[config.mk]
export PLATFORM = sky130hd
export DESIGN_NAME = banana_spawner_flat
export DESIGN_NICKNAME = d
export VERILOG_FILES = /design/src/rtl/banana_pkg.sv /design/src/rtl/banana_spawner_if.sv /design/src/rtl/lfsr16.sv /design/src/rtl/banana_spawner.sv /design/src/flat_wrapper.sv
export SDC_FILE = /design/constraint.sdc
export NUM_CORES = 1
export LEC_CHECK = 0
export ABC_AREA = 1
export CAP_MARGIN = 20
export CORE_MARGIN = 3
export CORE_UTILIZATION = 49
export CTS_CLUSTER_SIZE = 30
export DETAILED_ROUTE_END_ITERATION = 12
export GPL_TIMING_DRIVEN = 0
export HOLD_SLACK_MARGIN = 0.15
export PLACE_DENSITY_LB_ADDON = 0.1
export SYNTH_ARGS = -nofsm -noshare
export SYNTH_HDL_FRONTEND = slang
export SYNTH_SLANG_ARGS = --single-unit
[constraint.sdc]
create_clock -name clk -period 1.6 [get_ports clk]
set_input_delay 0.16 -clock clk [delete_from_list [all_inputs] [get_ports clk]]
set_output_delay 0.16 -clock clk [all_outputs]
set_load 0.01 [all_outputs]
[src/rtl/banana_pkg.sv]
// banana_pkg: types and screen constants shared by the banana spawner and mover.
// Also holds the launch-Y clamp helper. The optional randomised launch Y is
// selected in banana_spawner.sv with BANANA_SPAWN_RANDOM_Y_EN.
package banana_pkg;

    typedef enum logic [1:0] {
        IDLE      = 2'd0,
        COUNTDOWN = 2'd1,
        REQUEST   = 2'd2,
        COOLDOWN  = 2'd3
    } spawner_state_t;

    // Galois feedback mask for x^16 + x^14 + x^13 + x^11 + 1 (right-shifting form).
    localparam logic [15:0] LFSR_TAPS = 16'hB400;

    localparam int SCREEN_H      = 480;
    localparam int OBJECT_H      = 16;
    localparam int SAFETY_MARGIN = 2;

    // Clamp a signed launch position into [lo, hi]. Negative values land on lo.
    function automatic logic [10:0] clamp_y(input logic signed [12:0] y,
                                            input logic [10:0]        lo,
                                            input logic [10:0]        hi);
        logic [10:0] r;
        if (y < $signed({2'b00, lo})) begin
            r = lo;
        end else if (y > $signed({2'b00, hi})) begin
            r = hi;
        end else begin
            r = y[10:0];
        end
        return r;
    endfunction

endpackage

[src/rtl/banana_spawner_if.sv]
// banana_spawner_if: request link between the banana spawner (master) and the mover (slave).
//
// Handshake: appear is a level request. Once it rises it stays high, with initial_y
// frozen, until the mover reports bananaActive=1 (accept) or the spawner abandons
// the request on timeout. Any cycle where appear=1 and bananaActive=1 is an accept.
// When bananaActive is already high as appear rises, the request is accepted at once
// and appear is high for exactly one cycle.
interface banana_spawner_if;
    logic        appear;
    logic [10:0] initial_y;
    logic        bananaActive;

    modport master (output appear, output initial_y, input bananaActive);
    modport slave  (input appear, input initial_y, output bananaActive);
endinterface

[src/rtl/lfsr16.sv]
// lfsr16: 16-bit Galois LFSR that advances once for each cycle in which step is high.
// A zero seed is replaced by 1 so the register can never lock up at zero.
module lfsr16
    import banana_pkg::*;
(
    input  logic        clk,
    input  logic        reset,
    input  logic        step,
    input  logic [15:0] seed,
    output logic [15:0] value
);
    logic [15:0] r_lfsr;
    logic [15:0] w_seed;
    logic [15:0] w_next;

    assign w_seed = (seed == 16'h0000) ? 16'h0001 : seed;
    assign w_next = r_lfsr[0] ? ((r_lfsr >> 1) ^ LFSR_TAPS) : (r_lfsr >> 1);

    // Shift register: load the seed on reset, otherwise advance on each step.
    always_ff @(posedge clk) begin
        if (reset) begin
            r_lfsr <= w_seed;
        end else if (step) begin
            r_lfsr <= w_next;
        end
    end

    assign value = r_lfsr;
endmodule

[src/rtl/banana_spawner.sv]
// banana_spawner: decides when a banana is thrown and from which Y.
// It counts frames to a jittered launch time, holds a request towards the mover,
// and enforces a cool-down after each accept or timeout.
// Optional feature: define BANANA_SPAWN_RANDOM_Y_EN to add LFSR jitter of
// -32..+31 pixels to the thrower's Y before clamping.
module banana_spawner
    import banana_pkg::*;
#(
    parameter int          SPAWN_PERIOD_FRAMES = 90,
    parameter logic [7:0]  JITTER_MASK         = 8'h1F,
    parameter int          MIN_GAP_FRAMES      = 30,
    parameter int          ACK_TIMEOUT_FRAMES  = 8,
    parameter int          Y_MIN               = 32,
    parameter int          Y_MAX               = 400,
    parameter logic [15:0] LFSR_SEED           = 16'hACE1
) (
    input  logic             clk,
    input  logic             reset,
    input  logic             startOfFrame,
    input  logic             enable,
    input  logic [10:0]      throwerY,
    output logic [7:0]       spawnCount,
    output logic [7:0]       missCount,
    output spawner_state_t   o_dbg_state,
    banana_spawner_if.master mover
);
    // The highest Y from which the banana still fits on screen with its margin.
    localparam int          Y_LIMIT = SCREEN_H - 1 - SAFETY_MARGIN - OBJECT_H;
    localparam logic [10:0] Y_LO    = 11'(Y_MIN);
    localparam logic [10:0] Y_HI    = 11'((Y_MAX > Y_LIMIT) ? Y_LIMIT : Y_MAX);

    spawner_state_t r_state, w_state_nxt;
    logic [15:0]    r_frame_cnt, w_frame_cnt_nxt;
    logic [10:0]    r_initial_y, w_initial_y_nxt;
    logic [7:0]     r_spawn_cnt, w_spawn_cnt_nxt;
    logic [7:0]     r_miss_cnt, w_miss_cnt_nxt;

    logic [15:0]        w_lfsr;
    logic [15:0]        w_period;
    logic signed [12:0] w_raw_y;
    logic [10:0]        w_launch_y;
    logic               w_unused_lfsr_hi;

    lfsr16 u_lfsr (
        .clk   (clk),
        .reset (reset),
        .step  (startOfFrame),
        .seed  (LFSR_SEED),
        .value (w_lfsr)
    );

    // Only the low byte feeds period and position jitter.
    assign w_unused_lfsr_hi = ^w_lfsr[15:8];

    assign w_period = 16'(SPAWN_PERIOD_FRAMES) + {8'h00, w_lfsr[7:0] & JITTER_MASK};

`ifdef BANANA_SPAWN_RANDOM_Y_EN
    // 13 bits so that throwerY near 2047 plus jitter cannot wrap before the clamp.
    assign w_raw_y = $signed({2'b00, throwerY}) + $signed({7'b0, w_lfsr[5:0]}) - 13'sd32;
`else
    assign w_raw_y = $signed({2'b00, throwerY});
`endif

    assign w_launch_y = clamp_y(w_raw_y, Y_LO, Y_HI);

    // State and datapath registers; reset parks the spawner idle with cleared counters.
    always_ff @(posedge clk) begin
        if (reset) begin
            r_state     <= IDLE;
            r_frame_cnt <= '0;
            r_initial_y <= Y_LO;
            r_spawn_cnt <= '0;
            r_miss_cnt  <= '0;
        end else begin
            r_state     <= w_state_nxt;
            r_frame_cnt <= w_frame_cnt_nxt;
            r_initial_y <= w_initial_y_nxt;
            r_spawn_cnt <= w_spawn_cnt_nxt;
            r_miss_cnt  <= w_miss_cnt_nxt;
        end
    end

    // Next-state logic: frame countdowns, request accept or timeout, and enable override.
    always_comb begin
        w_state_nxt     = r_state;
        w_frame_cnt_nxt = r_frame_cnt;
        w_initial_y_nxt = r_initial_y;
        w_spawn_cnt_nxt = r_spawn_cnt;
        w_miss_cnt_nxt  = r_miss_cnt;

        if (!enable) begin
            w_state_nxt = IDLE;
        end else begin
            case (r_state)
                IDLE: begin
                    w_state_nxt     = COUNTDOWN;
                    w_frame_cnt_nxt = w_period;
                end
                COUNTDOWN: begin
                    if (startOfFrame) begin
                        if (r_frame_cnt <= 16'd1) begin
                            w_state_nxt     = REQUEST;
                            w_initial_y_nxt = w_launch_y;
                            w_frame_cnt_nxt = 16'(ACK_TIMEOUT_FRAMES);
                        end else begin
                            w_frame_cnt_nxt = r_frame_cnt - 16'd1;
                        end
                    end
                end
                REQUEST: begin
                    // An accept takes priority over a timeout in the same cycle.
                    if (mover.bananaActive) begin
                        w_state_nxt     = COOLDOWN;
                        w_spawn_cnt_nxt = r_spawn_cnt + 8'd1;
                        w_frame_cnt_nxt = 16'(MIN_GAP_FRAMES);
                    end else if (startOfFrame) begin
                        if (r_frame_cnt <= 16'd1) begin
                            w_state_nxt     = COOLDOWN;
                            w_miss_cnt_nxt  = (r_miss_cnt == 8'hFF) ? r_miss_cnt : r_miss_cnt + 8'd1;
                            w_frame_cnt_nxt = 16'(MIN_GAP_FRAMES);
                        end else begin
                            w_frame_cnt_nxt = r_frame_cnt - 16'd1;
                        end
                    end
                end
                COOLDOWN: begin
                    if (startOfFrame) begin
                        if (r_frame_cnt <= 16'd1) begin
                            w_state_nxt     = COUNTDOWN;
                            w_frame_cnt_nxt = w_period;
                        end else begin
                            w_frame_cnt_nxt = r_frame_cnt - 16'd1;
                        end
                    end
                end
                default: begin
                    w_state_nxt = IDLE;
                end
            endcase
        end
    end

    assign mover.appear    = (r_state == REQUEST);
    assign mover.initial_y = r_initial_y;
    assign spawnCount      = r_spawn_cnt;
    assign missCount       = r_miss_cnt;
    assign o_dbg_state     = r_state;
endmodule
[src/flat_wrapper.sv]
// flat-port wrapper written by rule: the top's interface ports become plain ports
module banana_spawner_flat import banana_pkg::*;
#(
    parameter int          SPAWN_PERIOD_FRAMES = 90,
    parameter logic [7:0]  JITTER_MASK         = 8'h1F,
    parameter int          MIN_GAP_FRAMES      = 30,
    parameter int          ACK_TIMEOUT_FRAMES  = 8,
    parameter int          Y_MIN               = 32,
    parameter int          Y_MAX               = 400,
    parameter logic [15:0] LFSR_SEED           = 16'hACE1
)
  (clk, reset, startOfFrame, enable, throwerY, spawnCount, missCount, o_dbg_state, mover_appear, mover_initial_y, mover_bananaActive);
  banana_spawner_if mover_i ();
  input  logic clk;
  input  logic reset;
  input  logic startOfFrame;
  input  logic enable;
  input  logic [10:0] throwerY;
  output logic [7:0] spawnCount;
  output logic [7:0] missCount;
  output spawner_state_t o_dbg_state;
  output wire logic [$bits(mover_i.appear)-1:0] mover_appear;
  output wire logic [$bits(mover_i.initial_y)-1:0] mover_initial_y;
  input wire logic [$bits(mover_i.bananaActive)-1:0] mover_bananaActive;
  assign mover_appear = mover_i.appear;
  assign mover_initial_y = mover_i.initial_y;
  assign mover_i.bananaActive = mover_bananaActive;
  banana_spawner #(.SPAWN_PERIOD_FRAMES(SPAWN_PERIOD_FRAMES), .JITTER_MASK(JITTER_MASK), .MIN_GAP_FRAMES(MIN_GAP_FRAMES), .ACK_TIMEOUT_FRAMES(ACK_TIMEOUT_FRAMES), .Y_MIN(Y_MIN), .Y_MAX(Y_MAX), .LFSR_SEED(LFSR_SEED)) u_core (.clk(clk), .reset(reset), .startOfFrame(startOfFrame), .enable(enable), .throwerY(throwerY), .spawnCount(spawnCount), .missCount(missCount), .o_dbg_state(o_dbg_state), .mover(mover_i));
endmodule
# Word level (Yosys, flattened, before mapping)
# Index checks and enable logic that the tools add are counted.
# classes
n_addsub	4
order_cmp	3
n_eq_ne	10
n_mux	19
bitwise_logic	4
n_reduce_logical	7
# op_table
op	n
16-bit 2-to-1 mux	8
16-bit case mux with 4 select lines	1
11-bit 2-to-1 mux	2
8-bit by 1-bit adder with 8-bit output (second input constant)	2
16-bit by 1-bit <= comparator with 1-bit output (second input constant)	1
16-bit by 1-bit subtractor with 16-bit output (second input constant)	1
2-bit 2-to-1 mux	7
6-bit AND reduction	2
11-bit by 9-bit greater-than comparator with 1-bit output (second input constant)	1
11-bit by 6-bit less-than comparator with 1-bit output (second input constant)	1
7-bit by 5-bit adder with 8-bit output (first input constant)	1
8-bit equality test (second input constant)	1
2-bit case mux with 4 select lines	1
4-bit AND reduction	2
2-bit equality test (second input constant)	2
2-bit by 1-bit inequality test with 1-bit output (second input constant)	2
2-bit inequality test (second input constant)	2
3-bit NOT with 4-bit output	1
3-bit by 1-bit inequality test with 1-bit output (second input constant)	1
3-bit by 2-bit inequality test with 1-bit output (second input constant)	1
1-bit NOT	3
3-bit AND reduction	1
2-bit by 1-bit equality test with 1-bit output (second input constant)	1
2-bit zero test	1
2-bit OR reduction	1
# word_totals
regBits	61
output_inout_bits	30
word_cells	53

# Longest topological paths before layout
# Gate-level depths: netlist of the first run.
# logic_depth
depth_word	5
depth_mapped	14
depth_no_buf	13

# Cells and area by module
# Synthesis of the first run repeated with hierarchy kept, for this count alone.
# unflattened
cells_unflattened	442
hier_area_um2	3298.2
# by_module_without_submodules
mod	instances	cells_per_inst	area_each_um2	seq_area_each_um2
banana_spawner	1	358	2513.7	900.9
lfsr16	1	84	784.5	480.5

# Worst setup path after synthesis of the first run
# OpenSTA, ideal clock, no wires.
# synth_path
kind	flip-flop to flip-flop
from	reg u_core.r_state[0], in the netlist u_core.o_dbg_state[0]
to	reg u_core.r_frame_cnt[11]
arrival_time_ns	1.688
setup_slack_ns	-0.204
path_stages_with_launch	10
synth_period_minus_slack_ns	1.804
path_cell_list	dfxtp_1 -> inv_1 -> ha_1 -> nand2_1 -> nand2_1 -> a21oi_2 -> buf_2 -> nand4_1 -> xor2_1 -> nor2_1
# synth_via
elab_chain_len	3
elab_cells_between_ends	9
cone_classes	eq/ne: 6; mux: 1; reduce/logical: 2
# synth_lines
element	line	source
from (decl)	banana_spawner.sv:32	spawner_state_t r_state, w_state_nxt;
from (signal assigned)	banana_spawner.sv:75	r_state <= w_state_nxt;
2-bit equality test *	--	
net mover_appear	flat_wrapper.sv:22	output wire logic [$bits(mover_i.appear)-1:0] mover_appear;
3-bit by 2-bit inequality test with 1-bit output (no source line)	--	
4-bit AND reduction (no source line)	--	
to (signal assigned)	banana_spawner.sv:76	r_frame_cnt <= w_frame_cnt_nxt;
to (decl)	banana_spawner.sv:33	logic [15:0] r_frame_cnt, w_frame_cnt_nxt;
# Mark *: on every way through the listed nets, which the timed path passes. The rest lies on a longest branch.
# A chain may end at the register's enable or synchronous reset.

# Final worst setup path of the first run
# layout_path
from	reg u_core.r_state[0], in the netlist u_core.o_dbg_state[0]
to	reg u_core.r_frame_cnt[13]
# layout_via
elab_chain_len	3
elab_cells_between_ends	9
cone_classes	eq/ne: 6; mux: 1; reduce/logical: 2
# layout_lines
element	line	source
2-bit equality test or 2-bit by 1-bit equality test with 1-bit output (tied branches)	banana_spawner.sv:94	case (r_state)
3-bit by 2-bit inequality test with 1-bit output (no source line) or 2-bit inequality test (tied branches)	--	
4-bit AND reduction (no source line)	--	
# Several ways; a longest one is shown, not always the timed one.

==> results of run 1 <==
-- kinds of logic after synthesis --
family / count (synthesis) / synth area share [%]
AO/OA/AOI/OAI: 79 / 12.9
XOR/XNOR: 15 / 4.00
adder cells (fa/ha/maj): 10 / 3.81
buffers and inverters: 67 / 7.97
flip-flops: 61 / 37.2
AND/OR/NAND/NOR: 255 / 34.1
-- cell type report --
type / count / area (um^2) / share of cell area (%)
Multi-Input combinational cell: 359 / 2090 / 44.9
Sequential cell: 61 / 1240 / 26.7
Timing Repair Buffer: 81 / 754 / 16.2
Inverter: 55 / 221 / 4.75
Clock buffer: 11 / 151 / 3.25
Tap cell: 77 / 96.3 / 2.07
Buffer: 12 / 68.8 / 1.48
Clock inverter: 5 / 32.5 / 0.698
-- per-stage QoR --
stage / setup slack, ns / cells / hold slack, ns
after CTS: -0.0849 / 642 / 0.419
after detailed placement: -0.352 / 609 / 0.435
final: -0.139 / 661 / 0.425
after global routing: -0.239 / 661 / 0.421
after global placement: -0.319 / 609 / 0.431
after floorplan: 0.00362 / 487 / 0.320
-- synth_stat cells (2+ instances only) --
master    count  share of area, %
nand2_1     115                13
nor2_1       67               7.7
dfxtp_1      61                37
inv_1        52               5.9
a21oi_1      42               6.4
nand3_1      30               4.6
o21ai_0      25               3.8
nor3_1       13               2.0
xor2_1       13               3.5
ha_1         10               3.8
nand4_1      10               1.9
clkbuf_1      9               1.0
nor2_2        7               1.3
nor2_4        4               1.4
o21ai_1       4              0.61
a21oi_2       3              0.80
inv_2         3              0.34
and3_1        2              0.38
buf_2         2              0.31
or2_2         2              0.38
xnor2_1       2              0.53
-- worst paths after layout --
kind	endpoint	from	slack, ns
max	u_core.r_frame_cnt[13]$_SDFFE_PP0P_	u_core.o_dbg_state[0]$_SDFFE_PP0P_	-0.14
min	u_core.mover.initial_y[0]$_SDFFE_PP0P_	throwerY[0]	0.43
max reg2reg	u_core.r_frame_cnt[13]$_SDFFE_PP0P_	u_core.o_dbg_state[0]$_SDFFE_PP0P_	-0.14
min reg2reg	u_core.mover.initial_y[10]$_SDFFE_PP0P_	u_core.mover.initial_y[10]$_SDFFE_PP0P_	0.44
-- power by group through the flow --
stage / Clock, mW / Combinational [mW] / Sequential [mW]
CTS: 1.32 / 1.01 / 1.67
global route: 1.40 / 1.38 / 1.69
detailed placement: 0 / 0.861 / 1.69
floorplan: 0 / 0.652 / 1.68
global placement: 0 / 0.851 / 1.69
finish: 1.30 / 1.26 / 1.68
-- state kept, by name (all words and copies together) (netlist names) --
signal / count
u_core.missCount: 8
u_core.spawnCount: 8
u_core.mover.initial_y: 11
u_core.u_lfsr.value: 16
u_core.r_frame_cnt: 16
u_core.o_dbg_state: 2
-- worst reg2reg max path, cell delays in order, from the launching register on --
cell     delay, ns
dfxtp_4       0.38
ha_4          0.20
nor2_4        0.15
nand2_4       0.08
a21oi_4       0.22
inv_4         0.09
nor2_4        0.11
inv_2         0.06
nor3_4        0.22
nor2_1        0.06
nor2_1        0.08
-- layer usage --
layer  part of all wire (%)  global-route usage (%)  up-vias
li1                       -                       -     1751
met1                     43                    30.9     1587
met2                     48                    37.8      102
met3                    5.2                    7.43       24
met4                    3.0                    6.83        0
met5                      0                       0        -
-- placed cells by master, fill, tap and decap left out, types with 9 or more instances in the layout --
master and n:
buf_6 9, nand4_1 10, nor2_4 15, clkbuf_8 11, nand3_1 26, xor2_1 13, nor2_1 57, nor3_1 10
a21oi_1 40, inv_1 41, buf_4 28, dfxtp_1 52, o21ai_0 19, nand2_1 107, clkdlybuf4s50_1 43
-- what timing repair did --
item / CTS / global route
setup buffers: 16 / 18
hold buffers: 0 / 0
resized for setup: 51 / 54
pin swaps: 13 / 23
endpoints found under the setup margin: 40 / 45
cloned: 1 / 1
==> qor.yml, run 1 <==
worst_hold_path:
  hold_depth: 3
  hp-class: "in -> reg"
timing:
  period_share_pct: 109
  fin_tns_setup_ns: -1.53
  slew-limit-headroom_pct: 59.2
  maxSlewViolCount: 0
  max_freq_mhz: 575
  rsz0062_at_grt: "yes"
  setup_violations: 27
  fin_ws_ns: -0.139
  skew_ns: 0.00868
  hold_viol: 0
  tightest_slew_ns: 0.612
  period_minus_slack_ns: 1.74
power:
  p_switching_mw: 1.46
  p_int_mw: 2.78
  netSwitchingFraction_pct: 34.4
  clkPwrFrac_pct: 30.7
  powerDensity_mw_per_mm2: 909
  power_leakage_nw: 2.04
  power.share.combinational_pct: 29.7
  power_frac_seq_pct: 39.6
  total_power_mw: 4.24
  max-vdd-ir-drop_uv: 569
clock_tree:
  h-tree-depth: 3
  cts_root_buffer: "clkbuf_8"
  cts.reportedPaths.clkPinSlew_ns: 0.07
  clock_path_buffers: 2
  clkLatencyLatePin_ns: 0.35
  clock_sinks: 61
  cts_tree: "done"
  cts_buffers: 9
floorplan:
  start_util_pct: 51.1
  die_h_um: 87.8
  design.core.area_mm2: 0.00642
  die_w_um: 87.8
  die-area_mm2: 0.00772
  rows: 29
  ioPinCount: 46
drt:
  drt_iter0_drc: 243
  vias: 3464
  drt-total-wl_um: 9370
  dr.pass1.iters: 5
  drcViolationCount: 0
  vias_per_cell: 5.24
  wire_per_inst_um: 14.2
  ant_nets: 0
worst_setup_path:
  cp_top_family: "simple AND/OR/NAND/NOR gates"
  worstPathRequired_ns: 1.88
  cpPeakStageDelay_ns: 0.38
  worst_path_max_delay_cell: "dfxtp_4"
  arrival_ns: 2.02
  critPathMaxFanout: 6
  cp_cell_sequence: "ha_4 -> nor2_4 -> nand2_4 -> a21oi_4 -> inv_4 -> nor2_4 -> inv_2 -> nor3_4 -> nor2_1 -> nor2_1"
  reg2regPathDepth: 10
  worstPathBufferInverterCount: 2
  crit_path_end_kind: "register"
  critical_path_depth: 10
  critical_path_class: "reg -> reg"
  worst_setup_path_start_kind: "register"
place:
  dp_hpwl_um: 5740
  portBuffers: 45
  place_congestion: 0.868
  placed_area_mm2: 0.00386
cells_and_area:
  n_antenna_cell: 0
  drive_above_1_share_pct: 23.3
  final_util_pct: 72.5
  fin_area_mm2: 0.00466
  area_growth_pct: 41.9
  fillers: 515
  nNetsFinal: 605
synthesis:
  seq_area_frac_synth_pct: 37.2
  synth_ff_type: "dfxtp_1"
  synth_edf_count: 0
  synth.avg_cell_area_um2: 6.74
  synthArstFlopShare_pct: 0
  syn_nets: 513
  ys_ff_latch: 61
  syn-cell-area_mm2: 0.00328
  ys_warn_count: 0
  yosysUniqueCellTypes: 32
  postSynthCellCount: 487
grt:
  grt_max_degree: 12
  antenna_found_initial: 0
  grt_pass1_wl_um: 14400
  grt_remaining_overflow: 0
  grt_usage_pct: 23.7
  grt_pass1_vias: 3111
job:
  maxCapViolCount: 0
status:
  outcome: "complete, but fails checks"
  violations: "setup timing"
No activity file was read; power rests on OpenSTA's default activity.
==> inputs of run 2 (changes only) <==
--- a/config.mk
+++ b/config.mk
@@ -14,6 +14,7 @@
 export GPL_TIMING_DRIVEN = 0
 export HOLD_SLACK_MARGIN = 0.15
 export PLACE_DENSITY_LB_ADDON = 0.1
+export REMOVE_ABC_BUFFERS = 1
 export SYNTH_ARGS = -nofsm -noshare
 export SYNTH_HDL_FRONTEND = slang
 export SYNTH_SLANG_ARGS = --single-unit
==> run 2 against run 1 <==
Against the previous run: the run still ends with setup timing left; total power grew 5.1%; worst hold slack lost 0.19 ns; sequential cell count is the same; sequential power is essentially flat; core utilization grew 0.43 points; clock power grew 19%; critical path type unchanged.
==> qor.yml, run 2 (synthesized netlist as in run 1, its figures left out) <==
status:
  outcome: "complete, but fails checks"
  violations: "setup timing"
clock_tree:
  cts.reportedPaths.clkPinSlew_ns: 0.07  # about the same
  cts_root_buffer: "clkbuf_8"
  cts_buffers: 9  # unchanged
  clkLatencyLatePin_ns: 0.34  # about the same
  cts_hold_buf: 0  # unchanged
  clock_sinks: 61  # unchanged
  clock_path_buffers: 2  # unchanged
  h-tree-depth: 3  # unchanged
  cts_tree: "done"
grt:
  antenna_found_initial: 0  # unchanged
  grt_remaining_overflow: 0  # unchanged
  grt_usage_pct: 23.0  # -0.69 points
  grt_max_degree: 17  # +5
  grt_pass1_vias: 3186  # +2.4%
  grt_pass1_wl_um: 14100  # -2.1%
timing:
  maxSlewViolCount: 0  # unchanged
  hold_viol: 0  # unchanged
  slew-limit-headroom_pct: 45.6  # -14 points
  period_share_pct: 105  # -3.3 points
  max_freq_mhz: 593  # +3.2%
  skew_ns: 0.00770  # -0.000982 ns
  holdWs_ns: 0.236  # -0.189 ns
  rsz0062_at_grt: "yes"
  fin_ws_ns: -0.0852  # +0.0535 ns
  setup_violations: 13  # -52%
  period_minus_slack_ns: 1.69  # -0.0535 ns
  tightest_slew_ns: 0.816  # +0.205 ns
drt:
  vias_per_cell: 5.21  # -0.66%
  met1_length_um: 3950  # -2.9%
  drt-total-wl_um: 8860  # -5.4%
  drt_iter0_drc: 170  # -30%
  vias: 3389  # -2.2%
  ant_nets: 0  # unchanged
  dr.pass1.iters: 4  # -1
  dr_wl_met2_um: 4330  # -4.5%
  drcViolationCount: 0  # unchanged
  top_layer_used: "met4"
  wire_per_inst_um: 13.6  # -4.0%
  route.met3.wl_um: 474  # -2.3%
worst_setup_path:
  cpPeakStageDelay_ns: 0.38  # about the same
  worst_setup_path_start_kind: "register"
  worst_path_max_delay_cell: "dfxtp_4"
  reg2regPathDepth: 10  # unchanged
  critical_path_depth: 10  # unchanged
  crit_path_end_kind: "register"
  cp_cell_sequence: "ha_4 -> nor2_4 -> nand2_4 -> a21oi_4 -> inv_4 -> nor2_4 -> inv_1 -> nor3_2 -> nor2_1 -> nor2_1"
  worstPathBufferInverterCount: 2  # unchanged
  worstPathRequired_ns: 1.89  # about the same
  arrival_ns: 1.97  # -0.05 ns
  cp_top_family: "simple AND/OR/NAND/NOR gates"
  critical_path_class: "reg -> reg"
  critPathMaxFanout: 14  # +8
cells_and_area:
  area_growth_pct: 42.8
  final_common_cell: "nand2_1"
  n_antenna_cell: 0  # unchanged
  nNetsFinal: 595  # -1.7%
  drive_above_1_share_pct: 25.3  # +2.0 points
  layout_common_cells: "105 x nand2_1, 58 x nor2_1, 53 x dfxtp_1"
job:
  maxCapViolCount: 0  # unchanged
power:
  max-vdd-ir-drop_uv: 821  # +44%
  powerDensity_mw_per_mm2: 950  # +4.5%
  power_leakage_nw: 2.01  # -1.7%
floorplan:
  die_w_um: 87.8  # unchanged
  die_h_um: 87.8  # unchanged
  rows: 29  # unchanged
  ioPinCount: 46  # unchanged
  start_util_pct: 51.1  # unchanged
  design.core.area_mm2: 0.00642  # unchanged
  die-area_mm2: 0.00772  # unchanged
worst_hold_path:
  hold_depth: 2  # -1
  hp-class: "in -> reg"
place:
  place_congestion: 0.898  # +3.5%
  dp_hpwl_um: 5290  # -7.7%
  portBuffers: 45  # unchanged
  place_ws_ns: -1.32  # -0.971 ns
==> run 2: final cells by class <==
cell class	instances	area [um^2]
fillers	508	1740
multi-input cells	359	2120
clock buffers	9	124
inverters	55	231
clock inverters	7	98.8
well taps	77	96.3
repair buffers	81	762
repair inverters	2	12.5
flip-flops and latches	61	1240
==> run 2: layer usage <==
layer,track usage (%),vias up
met2,38.2,83
li1,-,1735
met1,28.6,1559
met4,7.39,0
met3,7.06,12
met5,0,-
==> run 2: worst reg2reg max path: cells and delay by family, from the launching register on <==
kind | cells | cell delay, ns
buffers and inverters | 2 | 0.19
adder cells (fa/ha/maj) | 1 | 0.20
AND/OR/NAND/NOR | 6 | 0.67
flip-flops | 1 | 0.38
AO/OA/AOI/OAI | 1 | 0.19
==> run 2: power breakdown <==
| part | internal [mW] | switching [mW] | leakage (nW) |
|---|---|---|---|
| sequential | 1.59 | 0.0939 | 0.502 |
| combinational | 0.529 | 0.688 | 1.39 |
| clock | 0.884 | 0.665 | 0.110 |
| total | 3.00 | 1.45 | 2.01 |
==> run 2: path summary, 6_finish.rpt <==
check,from,to,slack [ns]
worst max-delay path,u_core.o_dbg_state[0]$_SDFFE_PP0P_,u_core.r_frame_cnt[13]$_SDFFE_PP0P_,-0.09
worst min-delay path,startOfFrame,u_core.u_lfsr.value[1]$_SDFFE_PP0P_,0.24
worst max register to register,u_core.o_dbg_state[0]$_SDFFE_PP0P_,u_core.r_frame_cnt[13]$_SDFFE_PP0P_,-0.09
worst min register to register,u_core.mover.initial_y[10]$_SDFFE_PP0P_,u_core.mover.initial_y[10]$_SDFFE_PP0P_,0.45
==> run 2: metrics by stage <==
step	std cells	power, mW	setup TNS (ns)	util (%)	area [um^2]
finish	651	4.45	-0.525	73.0	4690
global route	651	4.67	-3.26	73.0	4690
global placement	597	2.49	-48.90	58.8	3770
CTS	640	4.29	-0.489	69.0	4430
floorplan	475	2.29	-5.23	-	3230
detailed placement	598	2.51	-35.24	59.0	3790
==> run 2: repair_timing <==
action                                  4_1_cts  5_1_grt
gates resized for setup                      71       56
buffers inserted                             24       12
hold endpoints to repair                      0        0
endpoints found under the setup margin       51       39
pin swaps                                    21       32
cloned                                        2        0
==> inputs of run 3 (changes only) <==
==> constraint.sdc (replaced) <==
create_clock -name clk -period 1.35 [get_ports clk]
set_input_delay 0.135 -clock clk [delete_from_list [all_inputs] [get_ports clk]]
set_output_delay 0.135 -clock clk [all_outputs]
set_load 0.01 [all_outputs]
==> run 3 against run 2 <==
Against the previous run: the run still ends with setup timing left; total power rose by 21%; register-to-register slack got worse by 0.30 ns; worst hold slack got worse by 0.024 ns; wire length rose by 5.5%; critical path depth rose by 1; clock skew rose by 0.0042 ns; die area did not move; clock power rose by 19%; sequential power rose by 18%; critical path type unchanged.
==> qor.yml, run 3 (synthesized netlist as in run 1, its figures left out) <==
clock_tree:
  cts_tree: "done"
  cts.reportedPaths.clkPinSlew_ns: 0.08  # about the same
  clock_path_buffers: 2  # unchanged
  h-tree-depth: 3  # unchanged
  clock_sinks: 61  # unchanged
  cts_buffers: 9  # unchanged
  cts_hold_buf: 0  # unchanged
  cts_root_buffer: "clkbuf_8"
  clkLatencyLatePin_ns: 0.35  # about the same
worst_setup_path:
  worstPathRequired_ns: 1.63  # -0.26 ns
  cp_top_family: "simple AND/OR/NAND/NOR gates"
  worst_path_max_delay_cell: "dfxtp_4"
  critical_path_depth: 11  # +1
  cpPeakStageDelay_ns: 0.40  # +0.02 ns
  worstSetupEndpoint: "u_core.r_frame_cnt[13]$_SDFFE_PP0P_"
  reg2reg_slack_ns: -0.38  # -0.30 ns
  crit_path_end_kind: "register"
  startpoint: "u_core.o_dbg_state[1]$_SDFFE_PP0P_"
  r2r_start: "u_core.o_dbg_state[1]$_SDFFE_PP0P_"
  critPathMaxFanout: 6  # -8
  cp_cell_sequence: "inv_4 -> ha_4 -> nor2_4 -> nand2_4 -> a21oi_4 -> clkinv_4 -> nor2_4 -> inv_2 -> nor3_4 -> nor2_1 -> nor2_1"
  arrival_ns: 2.02  # +0.05 ns
  critical_path_class: "reg -> reg"
  worst_setup_path_start_kind: "register"
  reg2regPathDepth: 11  # +1
  r2r-end: "u_core.r_frame_cnt[13]$_SDFFE_PP0P_"
  worstPathBufferInverterCount: 3  # +1
grt:
  grt_pass1_wl_um: 14900  # +5.8%
  grt_use_met1_pct: 30.3  # +1.7 points
  antenna_found_initial: 0  # unchanged
  grt-busiest-layer: "met2"
  grt_pass1_vias: 3234  # +1.5%
  use_met3_pct: 7.15  # +0.094 points
  grt_max_degree: 17  # unchanged
  grt_usage_pct: 24.5  # +1.5 points
  grt_remaining_overflow: 0  # unchanged
  use_met2_pct: 40.3  # +2.2 points
power:
  powerDensity_mw_per_mm2: 1140  # +20%
  power_leakage_nw: 2.17  # +8.4%
  power_frac_seq_pct: 37.1  # -0.8 points
  power.share.combinational_pct: 28.7  # +1.4 points
  p_switching_mw: 1.76  # +22%
  clkPwrFrac_pct: 34.2  # -0.6 points
  max-vdd-ir-drop_uv: 967  # +18%
  netSwitchingFraction_pct: 32.7  # +0.21 points
  p_int_mw: 3.63  # +21%
floorplan:
  start_util_pct: 51.1  # unchanged
  die-area_mm2: 0.00772  # unchanged
  die_w_um: 87.8  # unchanged
  die_h_um: 87.8  # unchanged
  design.core.area_mm2: 0.00642  # unchanged
  ioPinCount: 46  # unchanged
  rows: 29  # unchanged
drt:
  wire_per_inst_um: 14.3  # +4.7%
  ant_nets: 0  # unchanged
  drt-total-wl_um: 9350  # +5.5%
  drt_iter0_drc: 196  # +15%
  vias: 3481  # +2.7%
  dr.pass1.iters: 4  # unchanged
  vias_per_cell: 5.31  # +1.9%
  drcViolationCount: 0  # unchanged
timing:
  skew_ns: 0.0119  # +0.00422 ns
  period_share_pct: 128  # +23 points
  tightest_slew_ns: 0.455  # -0.362 ns
  slew-limit-headroom_pct: 69.7  # +24 points
  rsz0062_at_grt: "yes"
  fin_ws_ns: -0.383  # -0.298 ns
  period_minus_slack_ns: 1.73  # +0.0479 ns
  maxSlewViolCount: 0  # unchanged
  setup_violations: 42  # +29
  fin_tns_setup_ns: -8.93  # -8.40 ns
  max_freq_mhz: 577  # -2.8%
  hold_viol: 0  # unchanged
place:
  portBuffers: 45  # unchanged
  dp_hpwl_um: 5290  # unchanged
  dp.cells: 598  # unchanged
  placed_area_mm2: 0.00379  # unchanged
  place_congestion: 0.898  # unchanged
cells_and_area:
  fin_area_mm2: 0.00474  # +1.2%
  drive_above_1_share_pct: 28.7  # +3.4 points
  layout_common_cells: "102 x nand2_1, 56 x nor2_1, 43 x dfxtp_1"
  area_growth_pct: 44.5
  final_common_cell: "nand2_1"
  nNetsFinal: 600  # +0.84%
  final_cells: 656  # +0.77%
  final_util_pct: 73.9  # +0.90 points
  fillers: 492  # -3.1%
  n_antenna_cell: 0  # unchanged
worst_hold_path:
  hp-class: "in -> reg"
status:
  violations: "setup timing"
  outcome: "complete, but fails checks"
job:
  maxCapViolCount: 0  # unchanged
[run 3: changes by cell type in the layout (fill, tap and decap cells not counted), moves of 3 or more]
cell and change:
dfxtp_2 +8, dlygate4sd2_1 +26, dfxtp_1 -10, nand2_1 -3, clkdlybuf4s50_1 -28, buf_4 +4
[run 3: cell type report]
class / count / area, um^2 / area share, %
inverters: 55 / 234 / 4.93
well taps: 77 / 96.3 / 2.03
flip-flops and latches: 61 / 1260 / 26.5
repair buffers: 86 / 773 / 16.3
multi-input cells: 359 / 2150 / 45.3
repair inverters: 2 / 12.5 / 0.264
clock buffers: 9 / 124 / 2.61
clock inverters: 7 / 98.8 / 2.08
[run 3: what timing repair did]
action,CTS,global route
gates cloned,3,0
gates resized for setup,136,44
buffers inserted,27,12
pin swaps,30,37
setup endpoints to repair,91,57
[run 3: power by group through the flow]
| stage | Clock [mW] | Combinational, mW | Sequential, mW |
|---|---|---|---|
| finish | 1.84 | 1.55 | 2.00 |
| global placement | 0 | 0.950 | 2.01 |
| detailed placement | 0 | 0.965 | 2.01 |
| floorplan | 0 | 0.716 | 1.99 |
| global route | 1.95 | 1.68 | 2.01 |
| CTS | 1.86 | 1.34 | 1.99 |
[run 3: through the flow]
step	power [mW]	hold slack [ns]	setup WS [ns]
global placement	2.96	0.431	-1.54
global route	5.65	0.224	-0.460
CTS	5.19	0.376	-0.318
floorplan	2.71	0.204	-0.716
detailed placement	2.98	0.443	-1.55
finish	5.39	0.212	-0.383
[run 3: layer usage]
metal  share of wire, %  vias to the layer above
met2                 49                      111
met1                 43                     1592
li1                   -                     1747
met5                  0                        -
met3                5.6                       31
met4                2.9                        0
[run 3: worst min path at each step]
stage | cells past startpoint | startpoint | endpoint | slack, ns
floorplan | 1 | reset | u_core.missCount[0]$_SDFFE_PP0P_ | 0.20
global placement | 2 | u_core.mover.initial_y[10]$_SDFFE_PP0P_ | u_core.mover.initial_y[10]$_SDFFE_PP0P_ | 0.43
detailed placement | 2 | u_core.mover.initial_y[10]$_SDFFE_PP0P_ | u_core.mover.initial_y[10]$_SDFFE_PP0P_ | 0.44
CTS | 3 | throwerY[0] | u_core.mover.initial_y[0]$_SDFFE_PP0P_ | 0.38
global route | 2 | startOfFrame | u_core.u_lfsr.value[3]$_SDFFE_PP0P_ | 0.22
finish | 2 | startOfFrame | u_core.u_lfsr.value[1]$_SDFFE_PP0P_ | 0.21
